$ cat src/rtl/chrom_eval_pkg.sv
// Shared types and helpers for the chromosome evaluation controller.
// The optional cycle counter is enabled by defining CHROM_EVAL_PERF_EN.
package chrom_eval_pkg;

  localparam int unsigned AW_DEFAULT = 15;
  localparam int unsigned DATA_W     = 32;

  typedef enum logic [2:0] {
    StIdle,
    StFetch,
    StRdWait,
    StSettle,
    StCheck,
    StDone,
    StRelease
  } state_e;

  function automatic logic [5:0] popcount32(input logic [DATA_W-1:0] v);
    logic [5:0] cnt;
    cnt = '0;
    for (int i = 0; i < DATA_W; i++) begin
      cnt = cnt + 6'(v[i]);
    end
    return cnt;
  endfunction

endpackage

$ cat src/rtl/chrom_eval_ctrl_if.sv
// HPS handshake, memory second-port and circuit signals of the evaluation controller.
// eval_cycles exists only when CHROM_EVAL_PERF_EN is defined.
interface chrom_eval_ctrl_if
  import chrom_eval_pkg::*;
#(
  parameter int unsigned AW = AW_DEFAULT
);
  logic              start_processing_chrom;
  logic              done_processing_feedback;
  logic [DATA_W-1:0] sequences_to_process;
  logic [DATA_W-1:0] valid_mask;
  logic              ready_to_process;
  logic              done_processing_chrom;
  logic [DATA_W-1:0] error_sum;
`ifdef CHROM_EVAL_PERF_EN
  logic [DATA_W-1:0] eval_cycles;
`endif

  logic [AW-1:0]     mem_s2_address;
  logic              mem_s2_chipselect;
  logic              mem_s2_clken;
  logic              mem_s2_write;
  logic [3:0]        mem_s2_byteenable;
  logic [DATA_W-1:0] mem_s2_writedata;
  logic [DATA_W-1:0] mem_s2_readdata;

  logic [AW-1:0]     correct_mem_s2_address;
  logic              correct_mem_s2_chipselect;
  logic              correct_mem_s2_clken;
  logic              correct_mem_s2_write;
  logic [3:0]        correct_mem_s2_byteenable;
  logic [DATA_W-1:0] correct_mem_s2_writedata;
  logic [DATA_W-1:0] correct_mem_s2_readdata;

  logic [DATA_W-1:0] circuit_in;
  logic [DATA_W-1:0] circuit_out;

  // The controller is the responder; the HPS/memories/circuit side is the master.
  modport slave (
`ifdef CHROM_EVAL_PERF_EN
    output eval_cycles,
`endif
    input  start_processing_chrom, done_processing_feedback, sequences_to_process, valid_mask,
    output ready_to_process, done_processing_chrom, error_sum,
    output mem_s2_address, mem_s2_chipselect, mem_s2_clken, mem_s2_write, mem_s2_byteenable,
    output mem_s2_writedata,
    input  mem_s2_readdata,
    output correct_mem_s2_address, correct_mem_s2_chipselect, correct_mem_s2_clken,
    output correct_mem_s2_write, correct_mem_s2_byteenable, correct_mem_s2_writedata,
    input  correct_mem_s2_readdata,
    output circuit_in,
    input  circuit_out
  );

  modport master (
`ifdef CHROM_EVAL_PERF_EN
    input  eval_cycles,
`endif
    output start_processing_chrom, done_processing_feedback, sequences_to_process, valid_mask,
    input  ready_to_process, done_processing_chrom, error_sum,
    input  mem_s2_address, mem_s2_chipselect, mem_s2_clken, mem_s2_write, mem_s2_byteenable,
    input  mem_s2_writedata,
    output mem_s2_readdata,
    input  correct_mem_s2_address, correct_mem_s2_chipselect, correct_mem_s2_clken,
    input  correct_mem_s2_write, correct_mem_s2_byteenable, correct_mem_s2_writedata,
    output correct_mem_s2_readdata,
    input  circuit_in,
    output circuit_out
  );

endinterface

$ cat src/rtl/chrom_eval_popcount.sv
// Counts the bits where the circuit response differs from the expected word,
// restricted to the bits selected by the mask.
module chrom_eval_popcount
  import chrom_eval_pkg::*;
(
  input  logic [DATA_W-1:0] actual_i,
  input  logic [DATA_W-1:0] expected_i,
  input  logic [DATA_W-1:0] mask_i,
  output logic [5:0]        count_o
);

  assign count_o = popcount32((actual_i ^ expected_i) & mask_i);

endmodule

$ cat src/rtl/chrom_eval_ctrl.sv
// Evaluation responder: walks the stimulus/expected memories and accumulates masked
// mismatches. Defining CHROM_EVAL_PERF_EN adds the eval_cycles counter.
module chrom_eval_ctrl
  import chrom_eval_pkg::*;
#(
  parameter int unsigned SETTLE_CYCLES = 4,
  parameter int unsigned AW            = AW_DEFAULT
) (
  input logic             clk,
  input logic             reset,
  chrom_eval_ctrl_if.slave bus
);

  localparam int unsigned SettleW = $clog2(SETTLE_CYCLES) + 1;

  state_e              state_q, state_d;
  logic [AW:0]         count_q, count_d;
  logic [AW-1:0]       idx_q, idx_d;
  logic [DATA_W-1:0]   sum_q, sum_d;
  logic [DATA_W-1:0]   cin_q, cin_d;
  logic [DATA_W-1:0]   exp_q, exp_d;
  logic [SettleW-1:0]  settle_q, settle_d;
  logic [AW:0]         count_clamp;
  logic [AW:0]         idx_next;
  logic [5:0]          mismatch;
  logic                mem_en;

  // Any bit at or above AW means the request exceeds the memory depth.
  assign count_clamp = (|bus.sequences_to_process[DATA_W-1:AW]) ? {1'b1, {AW{1'b0}}}
                                                                 : {1'b0, bus.sequences_to_process[AW-1:0]};
  assign idx_next    = {1'b0, idx_q} + {{AW{1'b0}}, 1'b1};

  chrom_eval_popcount u_popcount (
    .actual_i   (bus.circuit_out),
    .expected_i (exp_q),
    .mask_i     (bus.valid_mask),
    .count_o    (mismatch)
  );

  always_comb begin
    state_d  = state_q;
    count_d  = count_q;
    idx_d    = idx_q;
    sum_d    = sum_q;
    cin_d    = cin_q;
    exp_d    = exp_q;
    settle_d = settle_q;
    mem_en   = 1'b0;
    unique case (state_q)
      StIdle: begin
        if (bus.start_processing_chrom) begin
          count_d = count_clamp;
          idx_d   = '0;
          sum_d   = '0;
          state_d = (count_clamp == '0) ? StDone : StFetch;
        end
      end
      StFetch: begin
        mem_en  = 1'b1;
        state_d = StRdWait;
      end
      StRdWait: begin
        cin_d    = bus.mem_s2_readdata;
        exp_d    = bus.correct_mem_s2_readdata;
        settle_d = SettleW'(SETTLE_CYCLES - 1);
        state_d  = StSettle;
      end
      StSettle: begin
        if (settle_q == '0) state_d = StCheck;
        else                settle_d = settle_q - 1'b1;
      end
      StCheck: begin
        sum_d = sum_q + DATA_W'(mismatch);
        if (idx_next == count_q) begin
          state_d = StDone;
        end else begin
          idx_d   = idx_next[AW-1:0];
          state_d = StFetch;
        end
      end
      StDone: begin
        if (bus.done_processing_feedback) state_d = StRelease;
      end
      StRelease: begin
        // Four-phase: both level signals must drop before a new start is accepted.
        if (!bus.done_processing_feedback && !bus.start_processing_chrom) state_d = StIdle;
      end
      default: state_d = StIdle;
    endcase
  end

  always_ff @(posedge clk or posedge reset) begin
    if (reset) begin
      state_q  <= StIdle;
      count_q  <= '0;
      idx_q    <= '0;
      sum_q    <= '0;
      cin_q    <= '0;
      exp_q    <= '0;
      settle_q <= '0;
    end else begin
      state_q  <= state_d;
      count_q  <= count_d;
      idx_q    <= idx_d;
      sum_q    <= sum_d;
      cin_q    <= cin_d;
      exp_q    <= exp_d;
      settle_q <= settle_d;
    end
  end

`ifdef CHROM_EVAL_PERF_EN
  logic [DATA_W-1:0] cycles_q;

  always_ff @(posedge clk or posedge reset) begin
    if (reset) begin
      cycles_q <= '0;
    end else if (state_q == StIdle && bus.start_processing_chrom) begin
      cycles_q <= '0;
    end else if (state_q inside {StFetch, StRdWait, StSettle, StCheck}) begin
      cycles_q <= cycles_q + 1'b1;
    end
  end

  assign bus.eval_cycles = cycles_q;
`endif

  assign bus.ready_to_process      = (state_q == StIdle);
  assign bus.done_processing_chrom = (state_q == StDone);
  assign bus.error_sum             = sum_q;
  assign bus.circuit_in            = cin_q;

  assign bus.mem_s2_address            = idx_q;
  assign bus.mem_s2_chipselect         = mem_en;
  assign bus.mem_s2_clken              = mem_en;
  assign bus.mem_s2_write              = 1'b0;
  assign bus.mem_s2_byteenable         = 4'hF;
  assign bus.mem_s2_writedata          = '0;
  assign bus.correct_mem_s2_address    = idx_q;
  assign bus.correct_mem_s2_chipselect = mem_en;
  assign bus.correct_mem_s2_clken      = mem_en;
  assign bus.correct_mem_s2_write      = 1'b0;
  assign bus.correct_mem_s2_byteenable = 4'hF;
  assign bus.correct_mem_s2_writedata  = '0;

endmodule

$ cat src/flat_wrapper.sv
// flat-port wrapper written by rule: the top's interface ports become plain ports
module chrom_eval_ctrl_flat import chrom_eval_pkg::*;
#(
  parameter int unsigned SETTLE_CYCLES = 4,
  parameter int unsigned AW            = AW_DEFAULT
)
  (clk, reset, bus_start_processing_chrom, bus_done_processing_feedback, bus_sequences_to_process, bus_valid_mask, bus_ready_to_process, bus_done_processing_chrom, bus_error_sum, bus_mem_s2_address, bus_mem_s2_chipselect, bus_mem_s2_clken, bus_mem_s2_write, bus_mem_s2_byteenable, bus_mem_s2_writedata, bus_mem_s2_readdata, bus_correct_mem_s2_address, bus_correct_mem_s2_chipselect, bus_correct_mem_s2_clken, bus_correct_mem_s2_write, bus_correct_mem_s2_byteenable, bus_correct_mem_s2_writedata, bus_correct_mem_s2_readdata, bus_circuit_in, bus_circuit_out);
  chrom_eval_ctrl_if #(.AW(AW)) bus_i ();
  input logic clk;
  input logic reset;
  input wire logic [$bits(bus_i.start_processing_chrom)-1:0] bus_start_processing_chrom;
  input wire logic [$bits(bus_i.done_processing_feedback)-1:0] bus_done_processing_feedback;
  input wire logic [$bits(bus_i.sequences_to_process)-1:0] bus_sequences_to_process;
  input wire logic [$bits(bus_i.valid_mask)-1:0] bus_valid_mask;
  output wire logic [$bits(bus_i.ready_to_process)-1:0] bus_ready_to_process;
  output wire logic [$bits(bus_i.done_processing_chrom)-1:0] bus_done_processing_chrom;
  output wire logic [$bits(bus_i.error_sum)-1:0] bus_error_sum;
  output wire logic [$bits(bus_i.mem_s2_address)-1:0] bus_mem_s2_address;
  output wire logic [$bits(bus_i.mem_s2_chipselect)-1:0] bus_mem_s2_chipselect;
  output wire logic [$bits(bus_i.mem_s2_clken)-1:0] bus_mem_s2_clken;
  output wire logic [$bits(bus_i.mem_s2_write)-1:0] bus_mem_s2_write;
  output wire logic [$bits(bus_i.mem_s2_byteenable)-1:0] bus_mem_s2_byteenable;
  output wire logic [$bits(bus_i.mem_s2_writedata)-1:0] bus_mem_s2_writedata;
  input wire logic [$bits(bus_i.mem_s2_readdata)-1:0] bus_mem_s2_readdata;
  output wire logic [$bits(bus_i.correct_mem_s2_address)-1:0] bus_correct_mem_s2_address;
  output wire logic [$bits(bus_i.correct_mem_s2_chipselect)-1:0] bus_correct_mem_s2_chipselect;
  output wire logic [$bits(bus_i.correct_mem_s2_clken)-1:0] bus_correct_mem_s2_clken;
  output wire logic [$bits(bus_i.correct_mem_s2_write)-1:0] bus_correct_mem_s2_write;
  output wire logic [$bits(bus_i.correct_mem_s2_byteenable)-1:0] bus_correct_mem_s2_byteenable;
  output wire logic [$bits(bus_i.correct_mem_s2_writedata)-1:0] bus_correct_mem_s2_writedata;
  input wire logic [$bits(bus_i.correct_mem_s2_readdata)-1:0] bus_correct_mem_s2_readdata;
  output wire logic [$bits(bus_i.circuit_in)-1:0] bus_circuit_in;
  input wire logic [$bits(bus_i.circuit_out)-1:0] bus_circuit_out;
  assign bus_i.start_processing_chrom = bus_start_processing_chrom;
  assign bus_i.done_processing_feedback = bus_done_processing_feedback;
  assign bus_i.sequences_to_process = bus_sequences_to_process;
  assign bus_i.valid_mask = bus_valid_mask;
  assign bus_ready_to_process = bus_i.ready_to_process;
  assign bus_done_processing_chrom = bus_i.done_processing_chrom;
  assign bus_error_sum = bus_i.error_sum;
  assign bus_mem_s2_address = bus_i.mem_s2_address;
  assign bus_mem_s2_chipselect = bus_i.mem_s2_chipselect;
  assign bus_mem_s2_clken = bus_i.mem_s2_clken;
  assign bus_mem_s2_write = bus_i.mem_s2_write;
  assign bus_mem_s2_byteenable = bus_i.mem_s2_byteenable;
  assign bus_mem_s2_writedata = bus_i.mem_s2_writedata;
  assign bus_i.mem_s2_readdata = bus_mem_s2_readdata;
  assign bus_correct_mem_s2_address = bus_i.correct_mem_s2_address;
  assign bus_correct_mem_s2_chipselect = bus_i.correct_mem_s2_chipselect;
  assign bus_correct_mem_s2_clken = bus_i.correct_mem_s2_clken;
  assign bus_correct_mem_s2_write = bus_i.correct_mem_s2_write;
  assign bus_correct_mem_s2_byteenable = bus_i.correct_mem_s2_byteenable;
  assign bus_correct_mem_s2_writedata = bus_i.correct_mem_s2_writedata;
  assign bus_i.correct_mem_s2_readdata = bus_correct_mem_s2_readdata;
  assign bus_circuit_in = bus_i.circuit_in;
  assign bus_i.circuit_out = bus_circuit_out;
  chrom_eval_ctrl #(.SETTLE_CYCLES(SETTLE_CYCLES), .AW(AW)) u_core (.clk(clk), .reset(reset), .bus(bus_i));
endmodule
$ cat config.mk
export PLATFORM = sky130hd
export DESIGN_NAME = chrom_eval_ctrl_flat
export DESIGN_NICKNAME = d
export VERILOG_FILES = /design/src/rtl/chrom_eval_pkg.sv /design/src/rtl/chrom_eval_ctrl_if.sv /design/src/rtl/chrom_eval_popcount.sv /design/src/rtl/chrom_eval_ctrl.sv /design/src/flat_wrapper.sv
export SDC_FILE = /design/constraint.sdc
export NUM_CORES = 1
export LEC_CHECK = 0
export ABC_AREA = 1
export CORE_ASPECT_RATIO = 2
export CORE_MARGIN = 10
export CORE_UTILIZATION = 45
export DETAILED_ROUTE_END_ITERATION = 8
export PLACE_DENSITY = 0.83
export SYNTH_ARGS = -nofsm -noshare
export SYNTH_HDL_FRONTEND = slang
export SYNTH_SLANG_ARGS = --single-unit
export TNS_END_PERCENT = 50
$ cat constraint.sdc
create_clock -name clk -period 7.5 [get_ports clk]
set_clock_uncertainty 0.2 [all_clocks]
set_input_delay 1.5 -clock clk [delete_from_list [all_inputs] [get_ports clk]]
set_output_delay 1.5 -clock clk [all_outputs]
set_load 0.02 [all_outputs]
==> impl_metrics.ini, run 1 <==
[logic_synthesis]
netlist_instances = 1091
ys_async_sr_fraction_pct = 100
synth_flop_cell = dfrtp_1
ys_types = 42
synth_area_leader_cell = dfrtp_1
synth-seq-cells = 133
synth_top_area_share_pct = 39.3
syn_area_um2 = 8480
yosysMostFrequentCell = nand2_1
syn_avg_cell_area_um2 = 7.77
ys_top_cells_by_area = dfrtp_1 39%, nand2_1 17%, buf_4 8.3%, fa_1 6.1%, inv_1 4.9%
ys_warn_count = 0
seq_area_frac_synth_pct = 39.3
synth_edf_count = 0
synth_commonest_cells = 387 x nand2_1, 133 x dfrtp_1, 110 x inv_1

[route]
wl_per_cell_um = 16.6
detail-route-antenna-nets = 0
drt_pass1_iterations = 6
vias = 7836
wl_mm = 26.2
drt_iter0_drc = 335
via_per_inst = 4.98
drc = 0

[place]
dpl.hpwl_mm = 21.3
dp_cells = 1544
place_congestion = 0.956
portBuffers = 263

[clock_network]
clkSinkCount = 133
clockBufferDepth = 2
cts_max_level = 4
clk_pin_slew_worst_paths_ns = 0.06
ctsRootBufferMaster = clkbuf_16
clk_latency_ns = 0.42
cts_tree = built
cts_buffers = 17
ctsHoldBuffers = 0

[setup_path]
cp_slowest_stage_delay_ns = 0.55
cp_top_family = adder cells
start_kind = primary input
critPathSlowestCell = fa_1
worstPathRequired_ns = 7.59
endpoint_kind = flip-flop
r2r_cells = 26
worstPathArrival_ns = 7.18
path_common_cell = nand2_1
path_buf_inv = 4
path_max_fanout = 4
critPathKind = in -> reg
crit_cells = 27

[floorplan]
fp.dieH_um = 214
dieWidth_um = 117
start_util_pct = 45.4
die-area_um2 = 25100
rows = 71
floorplan.core_area_um2 = 18700
pin_count = 338

[finish]
final_util_pct = 62.3
multiInputGateArea_um2 = 4210
drive_above_1_share_pct = 5.16
antenna_cells = 0
seqCellArea_um2 = 3330
final_nets = 1552
fin_cells = 1575
area_growth_pct = 37.0
fillCellCount = 1595

[global_route]
grt_first_pass_wirelength_mm = 41.4
grt_overflow = 0
grt_pass1_vias = 8222
grt_util_all_layers_pct = 20.9
grt_max_degree = 72
antenna_found_initial = 0

[sta]
maxSlewViolCount = 0
layout_worst_path_cycle_share_pct = 94.6
layout_min_cycle_time_ns = 7.09
max_slew_margin_pct = 24.0
worst_pin_slew_ns = 1.14
fmax_mhz = 141
finalSetupViolCount = 0
hold_viol = 0

[pwr]
leakagePower_nw = 5.66
power_density_nw_per_um2 = 487
vdd_drop_max_mv = 0.652

[status]
outcome = finished, final reports clean

[hold_path]
hold_path_class = reg -> reg
hold_depth = 2

[flow_run]
drv_cap = 0
-- timing repair --
action / CTS / global route
setup endpoints to repair: 0 / 16
resized for setup: 0 / 7
buffers inserted: 0 / 0
-- stage by stage --
| step | hold slack, ns | area, um2 | TNS (ns) | setup WS, ns | total power (W) |
|---|---|---|---|---|---|
| floorplan | 0.259 | 8750 | 0 | 0.513 | 0.00375 |
| global placement | 0.253 | 11000 | -1.23 | -0.211 | 0.00473 |
| detailed placement | 0.258 | 11000 | -2.25 | -0.309 | 0.00488 |
| CTS | 0.273 | 11600 | 0 | 0.159 | 0.00578 |
| global route | 0.298 | 11600 | -0.000672 | -0.000672 | 0.00640 |
| finish | 0.268 | 11600 | 0 | 0.407 | 0.00566 |
-- final cells by class --
| class | count | area share, % |
|---|---|---|
| multi-input cells | 799 | 36.2 |
| flip-flops and latches | 133 | 28.6 |
| repair buffers | 280 | 23.8 |
| clock buffers | 22 | 4.00 |
| inverters | 113 | 3.69 |
| well taps | 219 | 2.36 |
| clock inverters | 9 | 1.30 |
-- metal layers --
| layer | vias up | share of wire [%] | GRT usage, % |
|---|---|---|---|
| met3 | 57 | 8.0 | 6.16 |
| met4 | 0 | 3.4 | 9.24 |
| met5 | - | 0 | 0 |
| met2 | 358 | 55 | 39.2 |
| met1 | 3641 | 33 | 19.8 |
| li1 | 3780 | - | - |
-- where the power goes --
group / internal, W / switching [W] / leakage (nW) / total (W)
sequential: 0.000962 / 0.000213 / 1.73 / 0.00118
clock: 0.000571 / 0.000313 / 0.300 / 0.000884
combinational: 0.00156 / 0.00204 / 3.63 / 0.00360
total: 0.00309 / 0.00256 / 5.66 / 0.00566
-- flip-flops by register name (all words and copies together), names as in the netlist --
name,count
u_core.exp_q,32
u_core.settle_q,3
u_core.count_q,16
u_core.bus.circuit_in,32
u_core.state_q,3
u_core.bus.error_sum,32
u_core.bus.correct_mem_s2_address,15
-- worst reg2reg max path: cells and delay by family (launching register included) --
kind	cells	cell delay, ns
buffers and inverters	3	0.23
flip-flops	1	0.41
XOR/XNOR	1	0.17
adder cells (fa/ha/maj)	8	3.56
AO/OA/AOI/OAI	2	0.24
AND/OR/NAND/NOR	12	1.04
-- cell families after synthesis --
logic type | after synthesis | share of synthesized area [%]
xor+xnor | 36 | 3.88
other cells | 2 | 0.0886
flops | 133 | 39.3
simple gates | 565 | 28.2
buf+inv | 231 | 14.5
fa+ha+maj | 44 | 8.80
compound gates | 77 | 4.96
mux | 3 | 0.354
-- cells in the final DEF (no fill, tap or decap), types with 4 or more instances in the layout --
master	synthesis	final
o21ai_1	1	4
dfrtp_1	133	133
conb_1	2	74
nand4_1	24	24
a21oi_1	11	11
xor2_1	33	33
nand2_1	387	386
clkdlybuf4s50_1	0	263
nand3_1	82	82
inv_1	110	108
clkbuf_16	0	17
or2_2	4	4
fa_1	26	26
ha_1	18	18
nor4_1	4	4
nor3_1	10	10
o22ai_1	11	11
nor2_2	4	5
o21ai_0	47	44
buf_4	94	17
nor2_1	40	37
bufinv_16	0	4
nor2_4	3	5
-- path summary, 6_finish.rpt --
kind | start | end | slack [ns]
setup / recovery | bus_circuit_out[21] | u_core.bus.error_sum[18]$_DFFE_PP0P_ | 0.41
hold / removal | u_core.bus.circuit_in[9]$_DFFE_PP0P_ | u_core.bus.circuit_in[9]$_DFFE_PP0P_ | 0.27
setup reg to reg | u_core.exp_q[21]$_DFFE_PP0P_ | u_core.bus.error_sum[18]$_DFFE_PP0P_ | 1.56
hold reg to reg | u_core.bus.circuit_in[9]$_DFFE_PP0P_ | u_core.bus.circuit_in[9]$_DFFE_PP0P_ | 0.27
max in group asynchronous | reset | u_core.bus.error_sum[6]$_DFFE_PP0P_ | 4.43
min in group asynchronous | reset | u_core.bus.circuit_in[23]$_DFFE_PP0P_ | 1.36
(Power assumes the default switching activity.)
==> run 2: changes to the inputs <==
Settings changed: PLACE_DENSITY 0.83 to not set, PLACE_DENSITY_LB_ADDON set to 0.08.
==> run 2 against run 1 <==
Clock power increased by 4.3%. Hold slack improved by 0.0013 ns. Sequential cell count unchanged. Non-clock buffer count decreased by 1. Cell area increased by 0.19%. First-iteration DRC count decreased by 24%. Maximum frequency decreased by 1.3%. Global-route usage decreased by 0.10 points. Die area unchanged. Core utilization increased by 0.12 points. Sequential power about the same. Combinational power increased by 3%.
==> impl_metrics.ini, run 2 (same netlist as run 1, synthesis figures left out) <==
[route]
drc = 0
via_per_inst = 4.80
detail-route-antenna-nets = 0
drt_iter0_drc = 255
wl_per_cell_um = 16.4
wl_mm = 25.8
vias = 7566
drt_pass1_iterations = 4

[sta]
finalSetupViolCount = 0
layout_worst_path_cycle_share_pct = 95.8
worst_pin_slew_ns = 0.840
layout_min_cycle_time_ns = 7.19
maxSlewViolCount = 0
holdWs_ns = 0.269
setup_slack_ns = 0.312
hold_viol = 0
rsz0062_at_grt = no
max_slew_margin_pct = 44.0
fmax_mhz = 139

[pwr]
power_density_nw_per_um2 = 500
vdd_drop_max_mv = 0.596
leakagePower_nw = 5.66
power_w = 0.00582

[flow_run]
drv_cap = 0

[floorplan]
start_util_pct = 45.4
fp.dieH_um = 214
floorplan.core_area_um2 = 18700
rows = 71
pin_count = 338
dieWidth_um = 117
die-area_um2 = 25100

[clock_network]
ctsRootBufferMaster = clkbuf_16
clockBufferDepth = 2
clk_pin_slew_worst_paths_ns = 0.06
clkSinkCount = 133
cts_tree = built
cts_max_level = 4
cts_buffers = 17
clk_latency_ns = 0.43

[setup_path]
r2r_cells = 23
worst_r2r_endpoint = u_core.bus.error_sum[30]$_DFFE_PP0P_
endpoint_kind = flip-flop
worstPathRequired_ns = 7.60
critPathSlowestCell = fa_1
start_kind = primary input
cp_slowest_stage_delay_ns = 0.55
path_max_fanout = 2
path_common_cell = fa_1
rrSetupSlack_ns = 1.42
critPathKind = in -> reg
timing.rr.start = u_core.exp_q[0]$_DFFE_PP0P_
worstPathArrival_ns = 7.29

[finish]
area_growth_pct = 37.3
fin_cells = 1576
drive_above_1_share_pct = 5.31
fillCellCount = 1667
final_common_cell = nand2_1
final_nets = 1551
final_cell_mix = 386 x nand2_1, 263 x clkdlybuf4s50_1, 133 x dfrtp_1

[place]
dp_cells = 1543
dpl.hpwl_mm = 20.9
portBuffers = 263
place_congestion = 0.885
dp_slack_ns = -0.303

[hold_path]
hp-start = u_core.bus.circuit_in[29]$_DFFE_PP0P_
hold_end = u_core.bus.circuit_in[29]$_DFFE_PP0P_
hold_path_class = reg -> reg
hold_depth = 2

[global_route]
antenna_found_initial = 1
grt_util_all_layers_pct = 20.8
grt_pass1_vias = 7997
grt_overflow = 0
grt_max_degree = 70
grt_first_pass_wirelength_mm = 40.8

[status]
outcome = finished, final reports clean
run 2: cell types whose count changed in the layout (fill, tap and decap cells not counted), sizes merged:
cell,previous run,this run
buf,17,16
clkbuf,22,19
clkinv,5,3
clkinvlp,1,2
diode,0,1
inv,112,117
run 2: how the worst max path moves through the flow:
stage / from / endpoint / slack, ns / cells after the start
after floorplan: bus_circuit_out[17] / u_core.bus.error_sum[20]$_DFFE_PP0P_ / 0.51 / 26
after global placement: bus_circuit_out[0] / u_core.bus.error_sum[20]$_DFFE_PP0P_ / -0.21 / 25
after detailed placement: bus_circuit_out[0] / u_core.bus.error_sum[22]$_DFFE_PP0P_ / -0.30 / 25
after CTS: bus_circuit_out[0] / u_core.bus.error_sum[22]$_DFFE_PP0P_ / 0.13 / 25
after global routing: bus_circuit_out[0] / u_core.bus.error_sum[22]$_DFFE_PP0P_ / 0.02 / 25
final: bus_circuit_out[17] / u_core.bus.error_sum[30]$_DFFE_PP0P_ / 0.31 / 26
run 2: area by class of cell:
| type | count | area [um2] | share of cell area [%] |
|---|---|---|---|
| multi-input combinational | 799 | 4210 | 36.1 |
| sequential | 133 | 3330 | 28.6 |
| timing repair buffer | 279 | 2750 | 23.6 |
| clock buffer | 19 | 453 | 3.89 |
| inverter | 113 | 429 | 3.69 |
| tap | 219 | 274 | 2.35 |
| clock inverter | 13 | 193 | 1.66 |
| antenna | 1 | 2.50 | 0.0215 |
run 2: timing repair:
action                                  4_1_cts  5_1_grt
hold buffers                                  0        0
setup buffers                                 0        0
endpoints found under the setup margin        0       12
resized for setup                             0        4
run 2: report_power, final:
part	internal (W)	total, W	switching (W)
Clock	0.000579	0.000922	0.000342
Combinational	0.00163	0.00372	0.00210
Sequential	0.000962	0.00117	0.000212
run 2: critical path: cells and delay by family:
kind            cells  cell delay [ns]
fa+ha+maj           8             3.72
compound gates      3             0.48
simple gates        8             0.65
xor+xnor            1             0.14
buf+inv             6             0.82
run 2: stage by stage:
stage               TNS, ns  utilization, %  instance area, um2
finish                    0            62.4               11600
global route              0            62.4               11600
CTS                       0            62.3               11600
detailed placement    -2.48            58.9               11000
global placement      -1.40            58.9               11000
floorplan                 0               -                8750
run 2: routing by layer:
layer / vias up / routed length [um] / GRT usage, %
met1: 3505 / 8650 / 20.0
met2: 247 / 14200 / 38.3
li1: 3782 / - / -
met3: 32 / 2430 / 8.10
met4: 0 / 545 / 7.29
met5: - / 0 / 0
==> run 3: changes to the inputs <==
Settings changed: SKIP_LAST_GASP set to 1, SLEW_MARGIN set to 30, TNS_END_PERCENT 50 to not set.
==> results of run 3 <==
Final layout, timing and power as in run 2 (identical DEF).
